`config.mk`:
```
export PLATFORM = sky130hd
export DESIGN_NAME = axi4_wr_fifo_sequencer
export DESIGN_NICKNAME = d
export VERILOG_FILES = /design/src/rtl/axi4_wr_seq_pkg.sv /design/src/rtl/axi4_wr_len_fifo.sv /design/src/rtl/axi4_wr_fifo_sequencer.sv
export SDC_FILE = /design/constraint.sdc
export NUM_CORES = 1
export LEC_CHECK = 0
export BUFFER_PORTS_ARGS = -buffer_cell sky130_fd_sc_hd__buf_2
export CAP_MARGIN = 20
export CORE_MARGIN = 4
export CORE_UTILIZATION = 55
export CTS_BUF_LIST = sky130_fd_sc_hd__clkbuf_16
export CTS_CLUSTER_SIZE = 12
export DETAILED_ROUTE_END_ITERATION = 12
export HOLD_SLACK_MARGIN = 0.06
export PLACE_DENSITY_LB_ADDON = 0.1
export SETUP_SLACK_MARGIN = 0.1
export SLEW_MARGIN = 10
export SYNTH_ARGS = -nofsm -noshare
export SYNTH_HDL_FRONTEND = slang
export SYNTH_HIERARCHICAL = 1
export SYNTH_SLANG_ARGS = --single-unit
```
`constraint.sdc`:
```
create_clock -name aclk -period 4.1 [get_ports aclk]
set_clock_uncertainty 0.05 [all_clocks]
set_input_delay 0.82 -clock aclk [delete_from_list [all_inputs] [get_ports aclk]]
set_output_delay 0.82 -clock aclk [all_outputs]
set_load 0.02 [all_outputs]
```
`src/rtl/axi4_wr_seq_pkg.sv`:
```
`default_nettype none
// ============================================================================
// Module   : axi4_wr_seq_pkg
// Brief    : Shared types and helpers for the AXI4 write-path sequencer.
// Revision : 1.0 - initial release
// ============================================================================
package axi4_wr_seq_pkg;

    typedef enum logic {
        W_IDLE = 1'b0,
        W_DATA = 1'b1
    } w_state_t;

    // Width of a counter that must hold 0..max_outstanding inclusive.
    function automatic int OUT_W(input int max_outstanding);
        return $clog2(max_outstanding) + 1;
    endfunction

endpackage
`default_nettype wire

```
`src/rtl/axi4_wr_len_fifo.sv`:
```
`default_nettype none
// ============================================================================
// Module   : axi4_wr_len_fifo
// Brief    : Synchronous first-word-fall-through FIFO holding burst lengths;
//            exposes the head and the entry behind it for zero-bubble reloads.
// Revision : 1.0 - initial release
// ============================================================================
module axi4_wr_len_fifo #(
    parameter int WIDTH = 8,
    parameter int DEPTH = 8
) (
    input  logic             clk,
    input  logic             rst,
    input  logic             i_push,
    input  logic [WIDTH-1:0] i_data,
    input  logic             i_pop,
    output logic [WIDTH-1:0] o_head,
    output logic [WIDTH-1:0] o_next,
    output logic             o_empty,
    output logic             o_full,
    output logic             o_multi
);

    localparam int c_ptr_w = $clog2(DEPTH);
    localparam int c_cnt_w = c_ptr_w + 1;
    localparam logic [c_cnt_w-1:0] c_depth   = c_cnt_w'(DEPTH);
    localparam logic [c_cnt_w-1:0] c_cnt_one = c_cnt_w'(1);
    localparam logic [c_ptr_w-1:0] c_ptr_one = c_ptr_w'(1);

    logic [WIDTH-1:0]   r_mem_q [DEPTH];
    logic [c_ptr_w-1:0] r_rd_ptr_q, w_rd_ptr_d;
    logic [c_ptr_w-1:0] r_wr_ptr_q, w_wr_ptr_d;
    logic [c_ptr_w-1:0] w_rd_next;
    logic [c_cnt_w-1:0] r_count_q, w_count_d;
    logic               w_do_push, w_do_pop;

    assign o_empty = (r_count_q == '0);
    assign o_full  = (r_count_q == c_depth);
    assign o_multi = (r_count_q > c_cnt_one);

    // Simultaneous push/pop is legal at both extremes; occupancy stays put.
    assign w_do_push = i_push && (!o_full || i_pop);
    assign w_do_pop  = i_pop && (!o_empty || i_push);

    assign w_rd_next = r_rd_ptr_q + c_ptr_one;
    assign o_head    = r_mem_q[r_rd_ptr_q];
    assign o_next    = r_mem_q[w_rd_next];

    always_comb begin
        w_rd_ptr_d = r_rd_ptr_q;
        w_wr_ptr_d = r_wr_ptr_q;
        w_count_d  = r_count_q;
        if (w_do_push) begin
            w_wr_ptr_d = r_wr_ptr_q + c_ptr_one;
        end
        if (w_do_pop) begin
            w_rd_ptr_d = w_rd_next;
        end
        if (w_do_push && !w_do_pop) begin
            w_count_d = r_count_q + c_cnt_one;
        end else if (!w_do_push && w_do_pop) begin
            w_count_d = r_count_q - c_cnt_one;
        end
    end

    always_ff @(posedge clk) begin
        if (rst) begin
            r_rd_ptr_q <= '0;
            r_wr_ptr_q <= '0;
            r_count_q  <= '0;
        end else begin
            r_rd_ptr_q <= w_rd_ptr_d;
            r_wr_ptr_q <= w_wr_ptr_d;
            r_count_q  <= w_count_d;
        end
    end

    always_ff @(posedge clk) begin
        if (w_do_push) begin
            r_mem_q[r_wr_ptr_q] <= i_data;
        end
    end

endmodule
`default_nettype wire

```
`src/rtl/axi4_wr_fifo_sequencer.sv`:
```
`default_nettype none
// ============================================================================
// Module   : axi4_wr_fifo_sequencer
// Brief    : Sequences AW/W/B write FIFOs onto an AXI4 master write port,
//            generating WLAST and bounding outstanding bursts.
//            Define AXI4_WR_SEQ_CHECK_EN to build the sticky protocol checks.
// Revision : 1.0 - initial release
// ============================================================================
module axi4_wr_fifo_sequencer
    import axi4_wr_seq_pkg::*;
#(
    parameter int LEN_W           = 8,
    parameter int MAX_OUTSTANDING = 8
) (
    input  logic                              aclk,
    input  logic                              areset,
    input  logic                              aw_rd_empty,
    output logic                              aw_rd_en,
    input  logic [LEN_W-1:0]                  aw_len,
    output logic                              m_awvalid,
    input  logic                              m_awready,
    input  logic                              w_rd_empty,
    output logic                              w_rd_en,
    input  logic                              w_last,
    output logic                              m_wvalid,
    input  logic                              m_wready,
    output logic                              m_wlast,
    input  logic                              m_bvalid,
    output logic                              m_bready,
    input  logic                              b_wr_full,
    output logic                              b_wr_en,
    output logic [OUT_W(MAX_OUTSTANDING)-1:0] outstanding,
    output logic                              wlast_err,
    output logic                              b_err
);

    localparam int c_out_w = OUT_W(MAX_OUTSTANDING);
    localparam logic [c_out_w-1:0] c_max_out  = c_out_w'(MAX_OUTSTANDING);
    localparam logic [c_out_w-1:0] c_out_one  = c_out_w'(1);
    localparam logic [LEN_W-1:0]   c_len_one  = LEN_W'(1);
    localparam logic [LEN_W-1:0]   c_len_zero = '0;

    w_state_t           r_state_q, w_state_d;
    logic [LEN_W-1:0]   r_beat_cnt_q, w_beat_cnt_d;
    logic [c_out_w-1:0] r_outstanding_q, w_outstanding_d;
    logic               r_rst_hold_q;
    logic               w_gate, w_in_data;
    logic               w_lenq_empty, w_lenq_full, w_lenq_multi, w_lenq_pop;
    logic [LEN_W-1:0]   w_lenq_head, w_lenq_next;

    // Outputs stay quiet during reset and for one cycle after it.
    assign w_gate = areset || r_rst_hold_q;

    assign m_awvalid = !w_gate && !aw_rd_empty && (r_outstanding_q < c_max_out) && !w_lenq_full;
    assign aw_rd_en  = m_awvalid && m_awready;

    assign w_in_data  = !w_gate && (r_state_q == W_DATA);
    assign m_wvalid   = w_in_data && !w_rd_empty;
    assign w_rd_en    = m_wvalid && m_wready;
    assign m_wlast    = w_in_data && (r_beat_cnt_q == c_len_zero);
    assign w_lenq_pop = w_rd_en && m_wlast;

    assign m_bready    = !w_gate && !b_wr_full;
    assign b_wr_en     = m_bvalid && m_bready;
    assign outstanding = w_gate ? '0 : r_outstanding_q;

    axi4_wr_len_fifo #(
        .WIDTH (LEN_W),
        .DEPTH (MAX_OUTSTANDING)
    ) u_len_fifo (
        .clk     (aclk),
        .rst     (areset),
        .i_push  (aw_rd_en),
        .i_data  (aw_len),
        .i_pop   (w_lenq_pop),
        .o_head  (w_lenq_head),
        .o_next  (w_lenq_next),
        .o_empty (w_lenq_empty),
        .o_full  (w_lenq_full),
        .o_multi (w_lenq_multi)
    );

    always_comb begin
        w_state_d    = r_state_q;
        w_beat_cnt_d = r_beat_cnt_q;
        case (r_state_q)
            W_IDLE: begin
                if (!w_lenq_empty) begin
                    w_beat_cnt_d = w_lenq_head;
                    w_state_d    = W_DATA;
                end
            end
            W_DATA: begin
                if (w_rd_en) begin
                    if (r_beat_cnt_q != c_len_zero) begin
                        w_beat_cnt_d = r_beat_cnt_q - c_len_one;
                    // Next burst is either already queued or being pushed right now.
                    end else if (w_lenq_multi) begin
                        w_beat_cnt_d = w_lenq_next;
                    end else if (aw_rd_en) begin
                        w_beat_cnt_d = aw_len;
                    end else begin
                        w_state_d = W_IDLE;
                    end
                end
            end
            default: w_state_d = W_IDLE;
        endcase
    end

    always_comb begin
        w_outstanding_d = r_outstanding_q;
        if (aw_rd_en && !b_wr_en) begin
            w_outstanding_d = r_outstanding_q + c_out_one;
        end else if (!aw_rd_en && b_wr_en && (r_outstanding_q != '0)) begin
            w_outstanding_d = r_outstanding_q - c_out_one;
        end
    end

    always_ff @(posedge aclk) begin
        if (areset) begin
            r_state_q       <= W_IDLE;
            r_beat_cnt_q    <= '0;
            r_outstanding_q <= '0;
            r_rst_hold_q    <= 1'b1;
        end else begin
            r_state_q       <= w_state_d;
            r_beat_cnt_q    <= w_beat_cnt_d;
            r_outstanding_q <= w_outstanding_d;
            r_rst_hold_q    <= 1'b0;
        end
    end

`ifdef AXI4_WR_SEQ_CHECK_EN
    logic r_wlast_err_q, w_wlast_err_d;
    logic r_b_err_q, w_b_err_d;

    always_comb begin
        w_wlast_err_d = r_wlast_err_q || (w_rd_en && (w_last != m_wlast));
        w_b_err_d     = r_b_err_q || (b_wr_en && (r_outstanding_q == '0));
    end

    always_ff @(posedge aclk) begin
        if (areset) begin
            r_wlast_err_q <= 1'b0;
            r_b_err_q     <= 1'b0;
        end else begin
            r_wlast_err_q <= w_wlast_err_d;
            r_b_err_q     <= w_b_err_d;
        end
    end

    assign wlast_err = !w_gate && r_wlast_err_q;
    assign b_err     = !w_gate && r_b_err_q;
`else
    logic w_unused_w_last;
    assign w_unused_w_last = w_last;
    assign wlast_err       = 1'b0;
    assign b_err           = 1'b0;
`endif

endmodule
`default_nettype wire

```
==> out/metrics.cfg, run 1 <==
[synth]
yosys_warnings=6
synth-seq-cells=91
synthArstFlopShare=0
syn_inst=344
seq_area_frac_synth=0.506
synthFlopType=edfxtp_1
synth_edf_count=64
syn_area_um2=4870
postSynthAreaPerCell_um2=14.2
ys_types=57

[sta]
setup_tns_ns=0
hold_slack_ns=0.479
setup_viol=0
fmax_ghz=0.302
period_share=0.809
relSlewSlack=0.391
finalMaxSlewViolations=0
fin_ws_ns=0.785
grt_setup_unrepaired=no
tightest_slew_ns=0.913
hold_violations=0
min_period_ns=3.32

[placed_design]
place_ws_ns=0.621
io_buffers=26
hpwlAfterDp_um=6840
place_congestion=0.845
placed_area_um2=5150

[final_layout]
syn2layout_area_growth_pct=12.7
fin_nets=409
drive_above_1_share=0.275
design_area_um2=5490
antennaDiodeCount=0
mostFrequentLayoutCell=edfxtp_1
fill_cells=665
final_cell_mix=edfxtp_1, nor2_1, dfxtp_1, buf_2, mux4_2

[grt]
track_usage=0.206
grt_pass1_wl_um=15800
grt_pass1_vias=2873
antenna_found_initial=0
grt_max_degree=21
grt-ovfl-total=0

[drt]
wl_per_cell_um=20.2
drc=0
drt_iter0_markers=209
drt_wl_total_um=10000
vias=2978
drtAntennaViolNets=0
vias_per_cell=6.03
firstDrtPassIters=4

[worst_setup_path]
cp_slowest_cell=or4_1
crit_path_cell_trace=or4_1, or3_4, nor2_1, nor2b_1, inv_1, ha_1, or4_1, a21oi_1, mux2_1
required_ns=4.28
r2r_start=r_beat_cnt_q[3]$_SDFFE_PP0P_
path_class=reg -> reg
cp_common_cell=or4_1
path_buf_inv=1
reg2reg_depth=9
cp.arrival_ns=3.50
cp.depth=9
cp-startpoint=r_beat_cnt_q[3]$_SDFFE_PP0P_
cp_top_family=simple AND/OR/NAND/NOR gates
slowest_delay_ns=0.66
worstSetupEndpointType=register
startpoint_type=register
cp_max_fo=6

[power_and_ir_drop]
powerDensity_nw_per_um2=402
power_mw=2.20
p_leak_nw=1.97
peakVddDrop_uv=261

[clock_tree]
cts_resized=0
htreeDepth=3
cts_tree=built
clock-sinks=91
post-cts-setup-buffers=0
hold_buffers=0
cts_root_buf=clkbuf_16
clockBufferDepth=2
clk_latency_ns=0.34
cts_buffers=9
cts.clk_slew.worst_paths_ns=0.07

[floorplanning]
dieHeight_um=102
rows=34
core_um2=8680
die_area_um2=10400
top_level_ports=30
fp.dieW_um=102
start_util=0.561

[flow_run]
maxCapViolCount=0

[hold_path]
hold_depth=2
hold_start=r_beat_cnt_q[1]$_SDFFE_PP0P_
worstHoldPathType=reg -> reg

[status]
status=completed

## through the flow
step | utilization | cells
6_report | 0.632 | 494
3_3_place_gp | 0.594 | 478
2_1_floorplan | - | 345
4_1_cts | 0.632 | 494
5_1_grt | 0.632 | 494
3_5_place_dp | 0.594 | 478
## sequential cells by signal (all words and copies together), names as in the netlist, named ones only
register,flops
u_len_fifo/r_mem_q,64
r_beat_cnt_q,8
r_outstanding_q,4
u_len_fifo/r_count_q,4
u_len_fifo/r_rd_ptr_q,3
u_len_fifo/r_wr_ptr_q,3
r_rst_hold_q,1
r_state_q,1
## worst min-delay path: stages, from the launching register on
cell	delay, ns
dfxtp_1	0.33
nor2_1	0.10
a211oi_1	0.05
## logic make-up after synthesis
logic type / after synthesis / share of synthesized area
other cells: 1 / 0.000770
compound gates: 44 / 0.0604
simple gates: 90 / 0.103
xor+xnor: 10 / 0.0195
mux: 68 / 0.246
fa+ha+maj: 11 / 0.0298
flops: 91 / 0.506
buf+inv: 29 / 0.0349
## layout make-up
cell class                      count  area [um^2]  share of cell area
Tap cell                          108          135              0.0246
Clock buffer                       11          275              0.0501
Inverter                           11         41.3             0.00752
Sequential cell                    91         2460               0.449
Clock inverter                      5         62.6              0.0114
Multi-Input combinational cell    225         2250               0.411
Timing Repair Buffer               43          258              0.0470
## cell usage after synthesis (all sizes together), types with 2 or more instances
master,number,area (um^2)
nor2,27,101
a21oi,11,55.1
inv,11,41.3
or4,6,45.0
and2,5,31.3
xor2,5,51.3
nor3,11,71.3
o21bai,2,15.0
a211oi,5,37.5
nand3,2,10.0
ha,10,125
nor4b,3,32.5
o211ai,2,15.0
nor2b,3,18.8
mux2i,16,160
nand2b,8,50.1
mux2,20,270
edfxtp,64,1920
mux4,32,769
dfxtp,27,541
nand2,13,48.8
o21ai,14,70.1
buf,11,103
clkbuf,7,26.3
or3,4,30.0
xnor2,5,43.8
## worst paths after layout
path / to / slack, ns
max: u_len_fifo/r_count_q[3]$_SDFFE_PP0P_ / 0.78
max reg2reg: u_len_fifo/r_count_q[3]$_SDFFE_PP0P_ / 0.78
min reg2reg: r_beat_cnt_q[1]$_SDFFE_PP0P_ / 0.48
min: r_beat_cnt_q[1]$_SDFFE_PP0P_ / 0.48
## report_power, final
group	leakage, nW	switching, mW	internal [mW]
Clock	0.159	0.351	0.551
Sequential	0.795	0.0272	1.00
Combinational	1.01	0.153	0.121
Total	1.97	0.531	1.67
## metal layers
metal / up-vias / track usage / share of wire
li1: 1421 / - / -
met1: 1472 / 0.280 / 0.44
met2: 73 / 0.341 / 0.50
met3: 12 / 0.0321 / 0.043
met4: 0 / 0.0676 / 0.016
met5: - / 0 / 0
(Power assumes the default switching activity.)
==> run 2: changes to the inputs <==
- clock period: 4.1 -> 3.5 ns (I/O delays scaled with it)
==> run 2 against run 1 <==
Net effect:
- setup slack worse by 0.48 ns
- sequential power up 17%
- total power up 12%
- via count up 1.9%
- utilization about the same
- combinational power up 20%
- cell count up 0.61%
- critical endpoint unchanged
- largest power group unchanged
==> out/metrics.cfg, run 2 (synthesis gave the netlist of run 1 again) <==
[sta]
fin_ws_ns=0.308  ; -0.477 ns
finalMaxSlewViolations=0  ; unchanged
min_period_ns=3.19  ; -0.123 ns
hold_violations=0  ; unchanged
tightest_slew_ns=0.757  ; -0.156 ns
grt_setup_unrepaired=no
setup_viol=0  ; unchanged
period_share=0.912  ; +0.103
relSlewSlack=0.495  ; +0.104
fmax_ghz=0.313  ; +3.9%
setup_tns_ns=0  ; unchanged

[final_layout]
final_cell_mix=edfxtp_1, dfxtp_1, nor2_1, buf_2, buf_4
fill_cells=655  ; -1.5%
fin_cells=497  ; +0.61%
drive_above_1_share=0.288  ; +0.0133
design_area_um2=5490  ; about the same
syn2layout_area_growth_pct=12.6  ; about the same
antennaDiodeCount=0  ; unchanged
largest_register_ffs=64  ; unchanged
fin_nets=412  ; +0.73%
reg_top3=u_len_fifo/r_mem_q: 64 flops, r_beat_cnt_q: 8 flops
largest-register=u_len_fifo/r_mem_q
mostFrequentLayoutCell=edfxtp_1

[grt]
antenna_found_initial=0  ; unchanged
track_usage=0.204  ; -0.00187
grt-ovfl-total=0  ; unchanged
grt_max_degree=24  ; +14%
grt_pass1_vias=2875  ; +0.070%
grt_pass1_wl_um=15600  ; -1.2%

[floorplanning]
rows=34  ; unchanged
fp.dieW_um=102  ; unchanged
die_area_um2=10400  ; unchanged
dieHeight_um=102  ; unchanged
top_level_ports=30  ; unchanged
start_util=0.561  ; unchanged
core_um2=8680  ; unchanged

[clock_tree]
hold_buffers=0  ; unchanged
cts_resized=0  ; unchanged
post-cts-setup-buffers=0  ; unchanged
clock-sinks=91  ; unchanged
cts.clk_slew.worst_paths_ns=0.07  ; about the same
clk_latency_ns=0.34  ; about the same
cts_buffers=9  ; unchanged
cts_tree=built
cts_root_buf=clkbuf_16
clockBufferDepth=2  ; unchanged
htreeDepth=3  ; unchanged

[status]
status=completed

[placed_design]
io_buffers=26  ; unchanged
place_congestion=0.821  ; -2.8%
hpwlAfterDp_um=6860  ; +0.32%
place_ws_ns=0.337  ; -0.284 ns
placed_area_um2=5200  ; +0.87%
dp_cells=481  ; +0.63%

[drt]
vias_per_cell=6.11  ; +1.3%
vias=3035  ; +1.9%
firstDrtPassIters=4  ; unchanged
drt_wl_total_um=9890  ; -1.1%
drt_iter0_markers=141  ; -33%
drc=0  ; unchanged
drtAntennaViolNets=0  ; unchanged
wl_per_cell_um=19.9  ; -1.7%

[worst_setup_path]
cp.arrival_ns=3.37  ; -0.13 ns
required_ns=3.68  ; -0.60 ns
path_class=reg -> reg
worstSetupEndpointType=register
cp_max_fo=5  ; -1
reg2reg_depth=9  ; unchanged
startpoint_type=register

[power_and_ir_drop]
powerDensity_nw_per_um2=451  ; +12%
clkPwrFrac=0.379  ; -0.030
p_leak_nw=1.97  ; about the same
p_int_mw=1.82  ; +8.8%
swShare=0.264  ; +0.0227
combPwrFrac=0.134  ; +0.009
pwr-share-seq=0.487  ; +0.021
peakVddDrop_uv=285  ; +9.1%
p_sw_uw=652  ; +23%

[hold_path]
hold_depth=2  ; unchanged
worstHoldPathType=reg -> reg

[flow_run]
maxCapViolCount=0  ; unchanged

## run 2: cell count changes in the layout (fill, tap and decap cells not counted), moves of 2 or more
cell       delta
clkinv_4      +2
inv_8         +2
buf_4         +3
clkbuf_16     -2
## run 2: metal layers
layer / GRT usage / vias up / share of wire / routed length (um)
met2: 0.335 / 53 / 0.50 / 4900
met3: 0.0280 / 8 / 0.035 / 345
li1: - / 1431 / - / -
met4: 0.0747 / 0 / 0.0099 / 98
met1: 0.279 / 1543 / 0.46 / 4550
met5: 0 / - / 0 / 0
## run 2: worst max-delay path, stage by stage, from the launching register on
cell and delay (ns):
dfxtp_1 0.35, or4_1 0.55, or3_4 0.43, nor2_1 0.28
nor2b_2 0.22, inv_1 0.05, ha_1 0.23, or4_1 0.40
a21oi_1 0.19, mux2_1 0.33
## run 2: worst paths after layout
path	startpoint	endpoint	slack, ns
worst max-delay path	r_beat_cnt_q[3]$_SDFFE_PP0P_	u_len_fifo/r_count_q[3]$_SDFFE_PP0P_	0.31
worst min-delay path	u_len_fifo/r_rd_ptr_q[1]$_SDFFE_PP0P_	register	0.45
worst min register to register	u_len_fifo/r_rd_ptr_q[1]$_SDFFE_PP0P_	register	0.45
worst max register to register	r_beat_cnt_q[3]$_SDFFE_PP0P_	u_len_fifo/r_count_q[3]$_SDFFE_PP0P_	0.31
## run 2: layout make-up
type | count | area, um^2 | area share
sequential | 91 | 2460 | 0.449
multi-input combinational | 225 | 2280 | 0.415
timing repair buffer | 46 | 280 | 0.0511
clock buffer | 9 | 225 | 0.0410
tap | 108 | 135 | 0.0246
clock inverter | 7 | 65.1 | 0.0119
inverter | 11 | 41.3 | 0.00753
## run 2: power groups by stage
stage	Sequential, mW	Clock, mW	Combinational, mW
after global routing	1.21	1.01	0.370
final	1.20	0.938	0.331
after global placement	1.23	0	0.328
after detailed placement	1.23	0	0.332
after CTS	1.20	0.956	0.334
after floorplan	1.22	0	0.249
## run 2: metrics by stage
step           hold WS (ns)  utilization  power [mW]
6_report              0.453        0.632        2.47
5_1_grt               0.499        0.632        2.58
4_1_cts               0.459        0.632        2.49
3_5_place_dp          0.446        0.599        1.56
3_3_place_gp          0.443        0.599        1.56
2_1_floorplan         0.418            -        1.47
